`config.mk`:
```
export PLATFORM = sky130hd
export DESIGN_NAME = move_scanner_flat
export DESIGN_NICKNAME = d
export VERILOG_FILES = /design/src/rtl/move_scanner_if.sv /design/src/rtl/move_scanner.sv /design/src/flat_wrapper.sv
export SDC_FILE = /design/constraint.sdc
export NUM_CORES = 1
export LEC_CHECK = 0
export BUFFER_PORTS_ARGS = -buffer_cell sky130_fd_sc_hd__buf_2
export CAP_MARGIN = 20
export CORE_UTILIZATION = 35
export DETAILED_ROUTE_END_ITERATION = 12
export GPL_TIMING_DRIVEN = 0
export PLACE_DENSITY = 0.53
export SLEW_MARGIN = 30
export SYNTH_ARGS = -nofsm -noshare
export SYNTH_HDL_FRONTEND = slang
export SYNTH_SLANG_ARGS = --single-unit
```
`constraint.sdc`:
```
create_clock -name clock -period 6.6 [get_ports clock]
set_input_delay 0.33 -clock clock [delete_from_list [all_inputs] [get_ports clock]]
set_output_delay 0.33 -clock clock [all_outputs]
set_load 0.005 [all_outputs]
```
`src/rtl/move_scanner_if.sv`:
```
// move_scanner_if: groups the move scanner's controller, board-memory and flipper signals.
//   Controller side : start, s_addr_in, player -> busy_o, done_o, valid_o
//   Memory side     : addr_out, ctrl_mem -> data_in
//   Flipper side    : ld_o, start_flip_o, step_o, step_sign_o, skip_flip_o -> f_done_in
// master drives the scanner's inputs; slave is the scanner itself.
interface move_scanner_if;
    logic       start;
    logic [6:0] s_addr_in;
    logic       player;
    logic [1:0] data_in;
    logic       f_done_in;
    logic [6:0] addr_out;
    logic       ctrl_mem;
    logic       ld_o;
    logic       start_flip_o;
    logic [4:0] step_o;
    logic       step_sign_o;
    logic       skip_flip_o;
    logic       busy_o;
    logic       done_o;
    logic       valid_o;

    modport master (
        output start, s_addr_in, player, data_in, f_done_in,
        input  addr_out, ctrl_mem, ld_o, start_flip_o, step_o, step_sign_o,
               skip_flip_o, busy_o, done_o, valid_o
    );

    modport slave (
        input  start, s_addr_in, player, data_in, f_done_in,
        output addr_out, ctrl_mem, ld_o, start_flip_o, step_o, step_sign_o,
               skip_flip_o, busy_o, done_o, valid_o
    );
endinterface

```
`src/rtl/move_scanner.sv`:
```
// move_scanner: checks a target cell is empty, then scans the 8 directions of an
// 8x8 board, hands each direction to the flipper and reports whether the move was legal.
//   clock  : system clock
//   reset  : asynchronous, active-low reset
//   bus    : move_scanner_if.slave (start/addr/player in, memory port, flipper
//            handshake, busy/done/valid out)
module move_scanner (
    input logic           clock,
    input logic           reset,
    move_scanner_if.slave bus
);
    typedef enum logic [3:0] {
        IDLE, ORG_RD, ORG_WAIT, ORG_EVAL, DIR_INIT, STEP, RD_WAIT, RD_EVAL,
        LOAD, FIRE, WAIT_FLIP, NEXT_DIR, DONE
    } state_t;

    state_t     state_q, state_d;
    logic [6:0] org_q, org_d, cur_q, cur_d, addr_q, addr_d;
    logic [2:0] dir_q, dir_d, cnt_q, cnt_d;
    logic       player_q, player_d, legal_q, legal_d, flip_q, flip_d, valid_q, valid_d;
    logic [4:0] step;
    logic [2:0] col, row;
    logic [1:0] own, opp;
    logic       edge_ok, handoff;

    // Direction index: bit 0 selects subtract; bits [2:1] select the step magnitude.
    always_comb begin
        col     = cur_q[2:0];
        row     = cur_q[5:3];
        step    = (dir_q[2:1] == 2'd0) ? 5'd1 :
                  (dir_q[2:1] == 2'd1) ? 5'd8 :
                  (dir_q[2:1] == 2'd2) ? 5'd9 : 5'd7;
        own     = player_q ? 2'b10 : 2'b01;
        opp     = player_q ? 2'b01 : 2'b10;
        edge_ok = 1'b0;
        case (dir_q)
            3'd0: edge_ok = (col != 3'd7);
            3'd1: edge_ok = (col != 3'd0);
            3'd2: edge_ok = (row != 3'd7);
            3'd3: edge_ok = (row != 3'd0);
            3'd4: edge_ok = (row != 3'd7) && (col != 3'd7);
            3'd5: edge_ok = (row != 3'd0) && (col != 3'd0);
            3'd6: edge_ok = (row != 3'd7) && (col != 3'd0);
            default: edge_ok = (row != 3'd0) && (col != 3'd7);
        endcase
    end

    always_comb begin
        state_d  = state_q;
        org_d    = org_q;
        cur_d    = cur_q;
        addr_d   = addr_q;
        dir_d    = dir_q;
        cnt_d    = cnt_q;
        player_d = player_q;
        legal_d  = legal_q;
        flip_d   = flip_q;
        valid_d  = valid_q;
        unique case (state_q)
            IDLE: if (bus.start) begin
                org_d    = bus.s_addr_in;
                addr_d   = bus.s_addr_in;
                player_d = bus.player;
                legal_d  = 1'b0;
                valid_d  = 1'b0;
                state_d  = ORG_RD;
            end
            ORG_RD:   state_d = ORG_WAIT;
            ORG_WAIT: state_d = ORG_EVAL;
            ORG_EVAL: begin
                dir_d   = 3'd0;
                state_d = (bus.data_in != 2'b00) ? DONE : DIR_INIT;
            end
            DIR_INIT: begin
                cur_d   = org_q;
                cnt_d   = 3'd0;
                state_d = STEP;
            end
            // A failing edge test ends the direction before any read, so cur never wraps.
            STEP: if (edge_ok) begin
                cur_d   = dir_q[0] ? cur_q - 7'(step) : cur_q + 7'(step);
                addr_d  = cur_d;
                state_d = RD_WAIT;
            end else begin
                flip_d  = 1'b0;
                state_d = LOAD;
            end
            RD_WAIT: state_d = RD_EVAL;
            RD_EVAL: if (bus.data_in == opp) begin
                cnt_d   = cnt_q + 3'd1;
                state_d = STEP;
            end else begin
                flip_d  = (bus.data_in == own) && (cnt_q != 3'd0);
                state_d = LOAD;
            end
            LOAD: state_d = FIRE;
            FIRE: state_d = WAIT_FLIP;
            WAIT_FLIP: if (bus.f_done_in) begin
                legal_d = legal_q | flip_q;
                state_d = NEXT_DIR;
            end
            NEXT_DIR: if (dir_q == 3'd7) begin
                valid_d = legal_q;
                state_d = DONE;
            end else begin
                dir_d   = dir_q + 3'd1;
                state_d = DIR_INIT;
            end
            DONE:    state_d = IDLE;
            default: state_d = IDLE;
        endcase
    end

    always_ff @(posedge clock or negedge reset) begin
        if (!reset) begin
            state_q  <= IDLE;
            org_q    <= '0;
            cur_q    <= '0;
            addr_q   <= '0;
            dir_q    <= '0;
            cnt_q    <= '0;
            player_q <= 1'b0;
            legal_q  <= 1'b0;
            flip_q   <= 1'b0;
            valid_q  <= 1'b0;
        end else begin
            state_q  <= state_d;
            org_q    <= org_d;
            cur_q    <= cur_d;
            addr_q   <= addr_d;
            dir_q    <= dir_d;
            cnt_q    <= cnt_d;
            player_q <= player_d;
            legal_q  <= legal_d;
            flip_q   <= flip_d;
            valid_q  <= valid_d;
        end
    end

    // Flipper-facing fields are only driven during the load/fire/wait handoff.
    assign handoff          = (state_q == LOAD) || (state_q == FIRE) || (state_q == WAIT_FLIP);
    assign bus.addr_out     = addr_q;
    assign bus.ctrl_mem     = (state_q inside {ORG_RD, ORG_WAIT, ORG_EVAL, DIR_INIT, STEP,
                                               RD_WAIT, RD_EVAL, NEXT_DIR});
    assign bus.ld_o         = (state_q == LOAD);
    assign bus.start_flip_o = (state_q == FIRE);
    assign bus.step_o       = handoff ? step : 5'd0;
    assign bus.step_sign_o  = handoff && dir_q[0];
    assign bus.skip_flip_o  = handoff && !flip_q;
    assign bus.busy_o       = (state_q != IDLE) && (state_q != DONE);
    assign bus.done_o       = (state_q == DONE);
    assign bus.valid_o      = valid_q;
endmodule

```
`src/flat_wrapper.sv`:
```
// flat-port wrapper written by rule: the top's interface ports become plain ports
module move_scanner_flat 
  (clock, reset, bus_start, bus_s_addr_in, bus_player, bus_data_in, bus_f_done_in, bus_addr_out, bus_ctrl_mem, bus_ld_o, bus_start_flip_o, bus_step_o, bus_step_sign_o, bus_skip_flip_o, bus_busy_o, bus_done_o, bus_valid_o);
  move_scanner_if bus_i ();
  input logic clock;
  input logic reset;
  input wire logic [$bits(bus_i.start)-1:0] bus_start;
  input wire logic [$bits(bus_i.s_addr_in)-1:0] bus_s_addr_in;
  input wire logic [$bits(bus_i.player)-1:0] bus_player;
  input wire logic [$bits(bus_i.data_in)-1:0] bus_data_in;
  input wire logic [$bits(bus_i.f_done_in)-1:0] bus_f_done_in;
  output wire logic [$bits(bus_i.addr_out)-1:0] bus_addr_out;
  output wire logic [$bits(bus_i.ctrl_mem)-1:0] bus_ctrl_mem;
  output wire logic [$bits(bus_i.ld_o)-1:0] bus_ld_o;
  output wire logic [$bits(bus_i.start_flip_o)-1:0] bus_start_flip_o;
  output wire logic [$bits(bus_i.step_o)-1:0] bus_step_o;
  output wire logic [$bits(bus_i.step_sign_o)-1:0] bus_step_sign_o;
  output wire logic [$bits(bus_i.skip_flip_o)-1:0] bus_skip_flip_o;
  output wire logic [$bits(bus_i.busy_o)-1:0] bus_busy_o;
  output wire logic [$bits(bus_i.done_o)-1:0] bus_done_o;
  output wire logic [$bits(bus_i.valid_o)-1:0] bus_valid_o;
  assign bus_i.start = bus_start;
  assign bus_i.s_addr_in = bus_s_addr_in;
  assign bus_i.player = bus_player;
  assign bus_i.data_in = bus_data_in;
  assign bus_i.f_done_in = bus_f_done_in;
  assign bus_addr_out = bus_i.addr_out;
  assign bus_ctrl_mem = bus_i.ctrl_mem;
  assign bus_ld_o = bus_i.ld_o;
  assign bus_start_flip_o = bus_i.start_flip_o;
  assign bus_step_o = bus_i.step_o;
  assign bus_step_sign_o = bus_i.step_sign_o;
  assign bus_skip_flip_o = bus_i.skip_flip_o;
  assign bus_busy_o = bus_i.busy_o;
  assign bus_done_o = bus_i.done_o;
  assign bus_valid_o = bus_i.valid_o;
  move_scanner u_core (.clock(clock), .reset(reset), .bus(bus_i));
endmodule
```
After elaboration in Yosys (flattened, before gate mapping)

Cells that the tools add are included.
Widths: inputs -> output; s select.

Logic and storage cells: 116
Input bits: 14
Output and inout port bits: 20
Bits in registers: 35

Bitwise logic cells: 1
$add $sub $neg: 4
Equal/unequal tests: 34
Reductions and logical operators: 36
Muxes and demuxes: 31

Operator list:

| kind                | number |
|---|---|
| $pmux 4 s12         | 1 |
| $mux 4              | 7 |
| $pmux 7 s2          | 2 |
| $mux 7              | 3 |
| $eq 4x4->1 const B  | 5 |
| $eq 4x3->1 const B  | 4 |
| $reduce_bool 2->1   | 8 |
| $mux 5              | 3 |
| $eq 3x3->1 const B  | 4 |
| $pmux 3 s2          | 2 |
| $reduce_and 3->1    | 4 |
| $ne 2x2->1 const B  | 5 |
| $reduce_and 2->1    | 5 |
| $reduce_bool 3->1   | 3 |
| $eq 4x2->1 const B  | 2 |
| $logic_and 1x1->1   | 8 |
| $reduce_bool 8->1   | 1 |
| $add 7x5->7         | 1 |
| $pmux 1 s7          | 1 |
| $sub 7x5->7         | 1 |
| $add 3x1->3 const B | 2 |
| $eq 3x2->1 const B  | 2 |
| $mux 3              | 2 |
| $ne 2x1->1 const B  | 3 |
| other kinds (17)    | 27 |

Depth between registers and ports, before layout

Gate-level depths: netlist of the first run.

Depth in word-level cells: 8
Gate-level depth with buffers: 12
Gate-level depth less buffers: 11

Least setup slack after synthesis of the first run

No wires, ideal clock.

Path type: register to register
Start point: reg u_core.dir_q[0]
End point: reg u_core.addr_q[6], in the netlist u_core.bus.addr_out[6]
Period minus slack after synthesis: 2.424 ns
Path buffers: 1
Library setup time: 0.131 ns
Arrival time: 2.293 ns
Stages on the path, launching flop included: 13
Setup slack: 4.176 ns
Required time: 6.469 ns
Path through: dfrtp_1 > clkbuf_1 > inv_1 > ha_1 > a21o_1 > inv_1 > ha_1 > nor2b_1 > o31a_1 > o22ai_1 > xnor2_1 > nor2_1 > o22ai_1

Longest elaborated chain between the ends: 4
Elaborated cells on any way between the ends: 13
Those cells by class: 7 x eq/ne; 4 x mux; 2 x reduce/logical

Ends and longest elaborated chain:

| what                                     | RTL line            | source |
|---|---|---|
| from (decl)                              | move_scanner.sv:19  | `logic [2:0] dir_q, dir_d, cnt_q, cnt_d;` |
| from (signal assigned)                   | move_scanner.sv:131 | `dir_q <= dir_d;` |
| $eq 3x3->1, or another cell as far along | move_scanner.sv:36  | `case (dir_q)` |
| $pmux 1 s7                               | move_scanner.sv:36  |  |
| $ne 2x1->1 (no source line)              | --                  |  |
| $reduce_and 3->1 (no source line)        | --                  |  |
| to (signal assigned)                     | move_scanner.sv:130 | `addr_q <= addr_d;` |
| to (decl)                                | move_scanner.sv:18  | `logic [6:0] org_q, org_d, cur_q, cur_d, addr_q, addr_d;` |

Several ways; a longest one is shown, not always the timed one. The select of a mux whose other input is x is not followed.
A chain may end at the register's enable or synchronous reset.

Worst setup path in the final report of the first run

Ends and elaborated chain as after synthesis.

==> results_dict.tcl, run 1 <==
set metrics [dict create \
    synth.cell_area_um2 2410 \
    cts.repair.resized 0 \
    placed_area_um2 2666 \
    coreArea_um2 6495 \
    grt_pass1_vias 1903 \
    io_pins 34 \
    crit_chain "clkbuf_1, inv_1, ha_1, a21o_1, fa_1, nor2b_1, o31a_1, o22ai_1, xnor2_1, nor2_1, o22ai_1" \
    outcome "finished, violations left" \
    overflow 0 \
    fmax_mhz 355.4 \
    cts_max_path_buffers 2 \
    crit_buf_inv 2 \
    holdBufCountCts 0 \
    root_buffer "clkbuf_8" \
    clk_pin_slew_ns 0.08 \
    worstPathMaxFanout 7 \
    ys.flop_type "dfrtp_1" \
    path_class "flip-flop to flip-flop" \
    drt_iter0_markers 161 \
    period_minus_slack_ns 2.814 \
    die_w_um 84.98 \
    slowest_delay_ns 0.46 \
    yosys_warnings 0 \
    p_total_mw 1.310 \
    report.final.slew_viol_count 0 \
    wl_per_cell_um 14.07 \
    power_leakage_nw 1.315 \
    htree_levels 2 \
    finalWirelength_um 5629 \
    fin_skew_ns 0.01207 \
    max-slew-margin-rel 0.4473 \
    power.density_nw_per_um2 473.7 \
    startpoint_type "flip-flop" \
    arrival_ns 2.97 \
    dr_total_vias 2091 \
    drive_gt1_frac 0.1796 \
    yosysUniqueCellTypes 51 \
    rsz0062_at_grt "no" \
    cts_num_sinks 35 \
    antenna_found_initial 0 \
    cap_violations 0 \
    cp_slowest_cell "dfrtp_1" \
    die_area_um2 7221 \
    grt_pass1_wl_um 9439 \
    fin_setup_tns_ns 0 \
    n_fill_cell 659 \
    avgViaCountPerCell 5.228 \
    synthArstFlopShare 1.000 \
    setup_violations 0 \
    synth-edff-count 0 \
    ant_nets 0 \
    firstDrtPassIters 8 \
    num_rows 29 \
    crit_required_ns 6.76 \
    whs_ns 0.1282 \
    stdcell_area_um2 2766 \
    n_antenna_cell 0 \
    cts_tree "done" \
    ir_drop_mv 0.1355 \
    ys_seq_elements 35 \
    cts_setup_buffers 0 \
    route.detailed.drc 2 \
    synth-seq-area-share 0.3634 \
    violations "design-rule violations" \
    synth.avg_cell_area_um2 8.515 \
    end_kind "flip-flop" \
    grt_max_degree 36 \
    crit_path_frequent_cell "o22ai_1" \
    finalCritPeriodShare 0.4264 \
    r2r_slack_ns 3.79 \
    worstHoldPathType "primary input to asynchronous set/reset pin" \
    syn_nets 316 \
    tightest_slew_ns 0.8291 \
    fin_nets 355 \
    numCtsBuffers 5 \
    crit_family "adder cells" \
    syn_to_final_growth_pct 14.80 \
    port_buffers 32 \
    syn_inst 283 \
    hold_viol 0 \
    clk_latency_ns 0.29 \
    grt_usage 0.1668 \
    initial_utilization 0.3710 \
    die_y_um 84.98 \
    place.gp.congestion 0.8324 \
    dp_hpwl_um 4106 \
]
-- metal layers --
metal / GRT usage / up-vias / part of all wire
met4: 0.05085 / 0 / 0.011
met2: 0.2522 / 50 / 0.44
met5: 0 / - / 0
met3: 0.02918 / 4 / 0.036
met1: 0.2427 / 982 / 0.52
li1: - / 1055 / -
-- per-stage QoR --
stage	cells	setup WS [ns]	utilization
CTS	400	3.760	0.4259
global placement	392	3.805	0.4105
finish	400	3.786	0.4259
global route	400	3.554	0.4259
detailed placement	392	3.802	0.4105
floorplan	283	4.176	-
-- final timing paths --
kind / cells past startpoint / endpoint / start
max in group asynchronous: 1 / u_core.bus.addr_out[6]$_DFFE_PN0P_ / reset
min in group clock: 3 / u_core.player_q$_DFFE_PN0P_ / bus_player
max reg2reg: 11 / u_core.bus.addr_out[6]$_DFFE_PN0P_ / u_core.dir_q[0]$_DFFE_PN0P_
max: 11 / u_core.bus.addr_out[6]$_DFFE_PN0P_ / u_core.dir_q[0]$_DFFE_PN0P_
min: 1 / u_core.cnt_q[2]$_DFFE_PN0P_ / reset
min reg2reg: 2 / u_core.bus.valid_o$_DFFE_PN0P_ / u_core.bus.valid_o$_DFFE_PN0P_
-- where the power goes --
| group | internal [mW] | switching, mW | total [mW] |
|---|---|---|---|
| logic | 0.327 | 0.424 | 0.751 |
| clock network | 0.0953 | 0.0785 | 0.174 |
| registers | 0.310 | 0.0759 | 0.385 |
| total | 0.732 | 0.579 | 1.31 |
-- cell usage after synthesis, types with 2 or more instances --
library cell	instances	area, um^2
nor2_1	27	101.4
a21oi_1	14	70.07
mux2i_1	4	40.04
o21ai_2	2	17.52
nand2_1	52	195.2
o21a_1	4	30.03
nand3_1	6	30.03
nand2b_1	4	25.02
nor2b_1	4	25.02
and3_1	2	12.51
inv_1	19	71.32
o31a_1	3	26.28
clkbuf_1	10	37.54
or2_2	2	12.51
a22o_1	8	70.07
buf_4	2	15.01
a21o_1	2	15.01
mux2_4	2	30.03
ha_1	18	225.2
nor3_1	7	35.03
o22ai_1	6	37.54
dfrtp_1	35	875.8
nand3b_1	4	30.03
a211oi_1	2	15.01
o21ai_0	18	90.09
-- placed cells by master (no fill, tap or decap), types with 3 or more instances in the layout --
| master | n |
|---|---|
| nand2_1 | 52 |
| dfrtp_1 | 35 |
| buf_2 | 32 |
| nor2_1 | 27 |
| inv_1 | 19 |
| o21ai_0 | 18 |
| ha_1 | 18 |
| a21oi_1 | 14 |
| clkbuf_1 | 11 |
| clkbuf_8 | 8 |
| a22o_1 | 8 |
| nor3_1 | 7 |
| nand3_1 | 6 |
| o22ai_1 | 6 |
| nand2b_1 | 4 |
| nand3b_1 | 4 |
| nor2b_1 | 4 |
| mux2i_1 | 4 |
| o21a_1 | 4 |
| o31a_1 | 3 |
-- worst reg2reg max path, stage by stage, from the launching register on --
cell and delay (ns):
dfrtp_1 0.46, clkbuf_1 0.32, inv_1 0.15, ha_1 0.22, a21o_1 0.19, fa_1 0.42
nor2b_1 0.22, o31a_1 0.18, o22ai_1 0.09, xnor2_1 0.13, nor2_1 0.18, o22ai_1 0.12
-- state kept, by name, indices dropped and copies added (netlist names), 3 cells and up --
register / cells
u_core.state_q: 4
u_core.cur_q: 7
u_core.bus.addr_out: 7
u_core.org_q: 7
u_core.dir_q: 3
u_core.cnt_q: 3
-- cell type report --
cell class,instances,area [um^2],area share
timing repair buffer,32,160.2,0.05789
multi-input combinational,214,1373,0.4962
inverter,19,71.32,0.02578
clock buffer,8,100.1,0.03618
tap,77,96.34,0.03483
sequential,35,875.8,0.3166
buffer,15,90.09,0.03256
-- cells by family after synthesis --
logic type,count (synthesis),synth area share
muxes,7,0.03375
buffers and inverters,34,0.06698
AOI/OAI and AO/OA,73,0.2124
other,1,0.001556
adders and majority gates,19,0.1018
DFF,35,0.3634
xor gates and xnor gates,2,0.007270
and+or+nand+nor,112,0.2129
No activity file was read; power rests on OpenSTA's default activity.
==> run 2, diff against run 1 <==
- PLACE_DENSITY: 0.53 -> 0.55
- clock period: 6.6 -> 2.5 ns (I/O delays scaled with it)
==> results_dict.tcl, run 2 (synthesis gave the netlist of run 1 again) <==
set metrics [dict create \
    fin_skew_ns 0.005156 \
    final_cell_mix "52 x nand2_1, 33 x dfrtp_1, 32 x buf_2, 26 x nor2_1" \
    dp_hpwl_um 4249 \
    end_kind "flip-flop" \
    crit_path_frequent_cell "ha_1" \
    grt_pass1_vias 2072 \
    wl_per_cell_um 14.76 \
    syn_to_final_growth_pct 19.68 \
    min_path_cells 3 \
    grt_max_degree 36 \
    crit_chain "buf_6, inv_2, ha_1, a21o_1, inv_1, ha_1, nor2b_1, o31a_1, o21a_1, o21ai_1, nand3b_1, a31oi_1" \
    reg2reg_from "u_core.dir_q[0]$_DFFE_PN0P_" \
    firstDrtPassIters 7 \
    grt_usage 0.1725 \
    holdPathEnd "u_core.player_q$_DFFE_PN0P_" \
    finalWirelength_um 6007 \
    antenna_found_initial 0 \
    tightest_slew_ns 0.8413 \
    arrival_ns 2.64 \
    path_class "flip-flop to flip-flop" \
    num_rows 29 \
    clk_latency_ns 0.29 \
    rsz0062_at_grt "yes" \
    htree_levels 2 \
    die_area_um2 7221 \
    cts_tree "done" \
    seqCellArea_um2 878.3 \
    slowest_delay_ns 0.38 \
    n_fill_cell 638 \
    worst_slack_ns 0.07611 \
    coreArea_um2 6495 \
    pre_cts_slack_ns -0.2869 \
    worstHoldPathType "primary input to flip-flop" \
    cts_max_path_buffers 2 \
    io_pins 34 \
    drt_iter0_markers 116 \
    grt_pass1_wl_um 9818 \
    place.gp.congestion 0.8201 \
    max-slew-margin-rel 0.4391 \
    n_antenna_cell 0 \
    power.density_nw_per_um2 1300 \
    numCtsBuffers 5 \
    crit_required_ns 2.72 \
    power_leakage_nw 1.372 \
    overflow 0 \
    port_buffers 32 \
    root_buffer "clkbuf_8" \
    fmax_mhz 412.6 \
    cts_num_sinks 35 \
    r2r-end "u_core.cur_q[5]$_DFFE_PN0P_" \
    die_y_um 84.98 \
    avgViaCountPerCell 5.238 \
    cap_violations 0 \
    outcome "finished clean" \
    final_core_util 0.4440 \
    route.detailed.drc 0 \
    initial_utilization 0.3710 \
    ir_drop_mv 0.3368 \
    hold_viol 0 \
    drive_gt1_frac 0.2303 \
    cp_slowest_cell "dfrtp_1" \
    ant_nets 0 \
    dr_total_vias 2132 \
    setup_violations 0 \
    finalCritPeriodShare 0.9696 \
    reg2reg_depth 12 \
    multi_input_area_um2 1408 \
    worstPathMaxFanout 6 \
    fin_nets 362 \
    hold_start "bus_player" \
    die_w_um 84.98 \
    clk_pin_slew_ns 0.08 \
    startpoint_type "flip-flop" \
    r2r_slack_ns 0.08 \
    final_common_cell "nand2_1" \
    period_minus_slack_ns 2.424 \
    report.final.slew_viol_count 0 \
]
==> run 2: critical path, delay by kind of cell, from the launching register on <==
kind / cells / cell delay, ns
AOI/OAI and AO/OA: 5 / 0.96
adders and majority gates: 2 / 0.42
buffers and inverters: 3 / 0.29
DFF: 1 / 0.38
and+or+nand+nor: 2 / 0.28
==> run 2: stage by stage <==
| stage | cell area [um^2] | hold slack [ns] | std cells | TNS, ns | power [mW] |
|---|---|---|---|---|---|
| 2_1_floorplan | 2410 | -0.1706 | 283 | 0 | 2.508 |
| 3_3_place_gp | 2666 | 0.2779 | 392 | -1.969 | 2.979 |
| 3_5_place_dp | 2666 | 0.2835 | 392 | -2.155 | 3.041 |
| 4_1_cts | 2823 | 0.01871 | 404 | 0 | 3.650 |
| 5_1_grt | 2884 | 0.03671 | 407 | -0.09668 | 4.095 |
| 6_report | 2884 | 0.02382 | 407 | 0 | 3.749 |
==> run 2: worst max-delay path by stage <==
stage | slack, ns | endpoint | from | cells after the start
after floorplan | 0.08 | u_core.bus.addr_out[6]$_DFFE_PN0P_ | u_core.dir_q[0]$_DFFE_PN0P_ | 12
after global placement | -0.29 | u_core.bus.addr_out[6]$_DFFE_PN0P_ | u_core.dir_q[0]$_DFFE_PN0P_ | 12
after detailed placement | -0.29 | u_core.bus.addr_out[6]$_DFFE_PN0P_ | u_core.dir_q[0]$_DFFE_PN0P_ | 12
after CTS | 0.009 | u_core.bus.addr_out[6]$_DFFE_PN0P_ | u_core.dir_q[2]$_DFFE_PN0P_ | 11
after global routing | -0.04 | u_core.bus.addr_out[6]$_DFFE_PN0P_ | u_core.dir_q[2]$_DFFE_PN0P_ | 11
final | 0.08 | u_core.cur_q[5]$_DFFE_PN0P_ | u_core.dir_q[0]$_DFFE_PN0P_ | 12
==> run 2: area by class of cell <==
cell class	instances	area share
Sequential cell	35	0.3046
Buffer	15	0.03384
Clock buffer	6	0.02863
Clock inverter	2	0.01215
Tap cell	77	0.03341
Timing Repair Buffer	39	0.07462
Inverter	19	0.02473
Multi-Input combinational cell	214	0.4881
==> run 2: metal layers <==
layer	wire, um	part of all wire	global-route usage
met1	2947	0.49	0.2278
met2	2794	0.47	0.2896
met3	185	0.031	0.03016
met4	80	0.013	0.05085
met5	0	0	0
==> run 2: power breakdown <==
part           total [mW]  switching, mW  internal, mW
logic                2.18           1.22         0.965
clock network       0.550          0.227         0.323
registers            1.02          0.201         0.818
total                3.75           1.64          2.11
==> run 2: timing repair <==
action | CTS | global route
hold buffers | 1 | 0
endpoints found under the setup margin | 11 | 6
pin swaps | 1 | 3
endpoints found under the hold margin | 35 | 0
gates resized for setup | 5 | 10
buffers inserted | 3 | 3
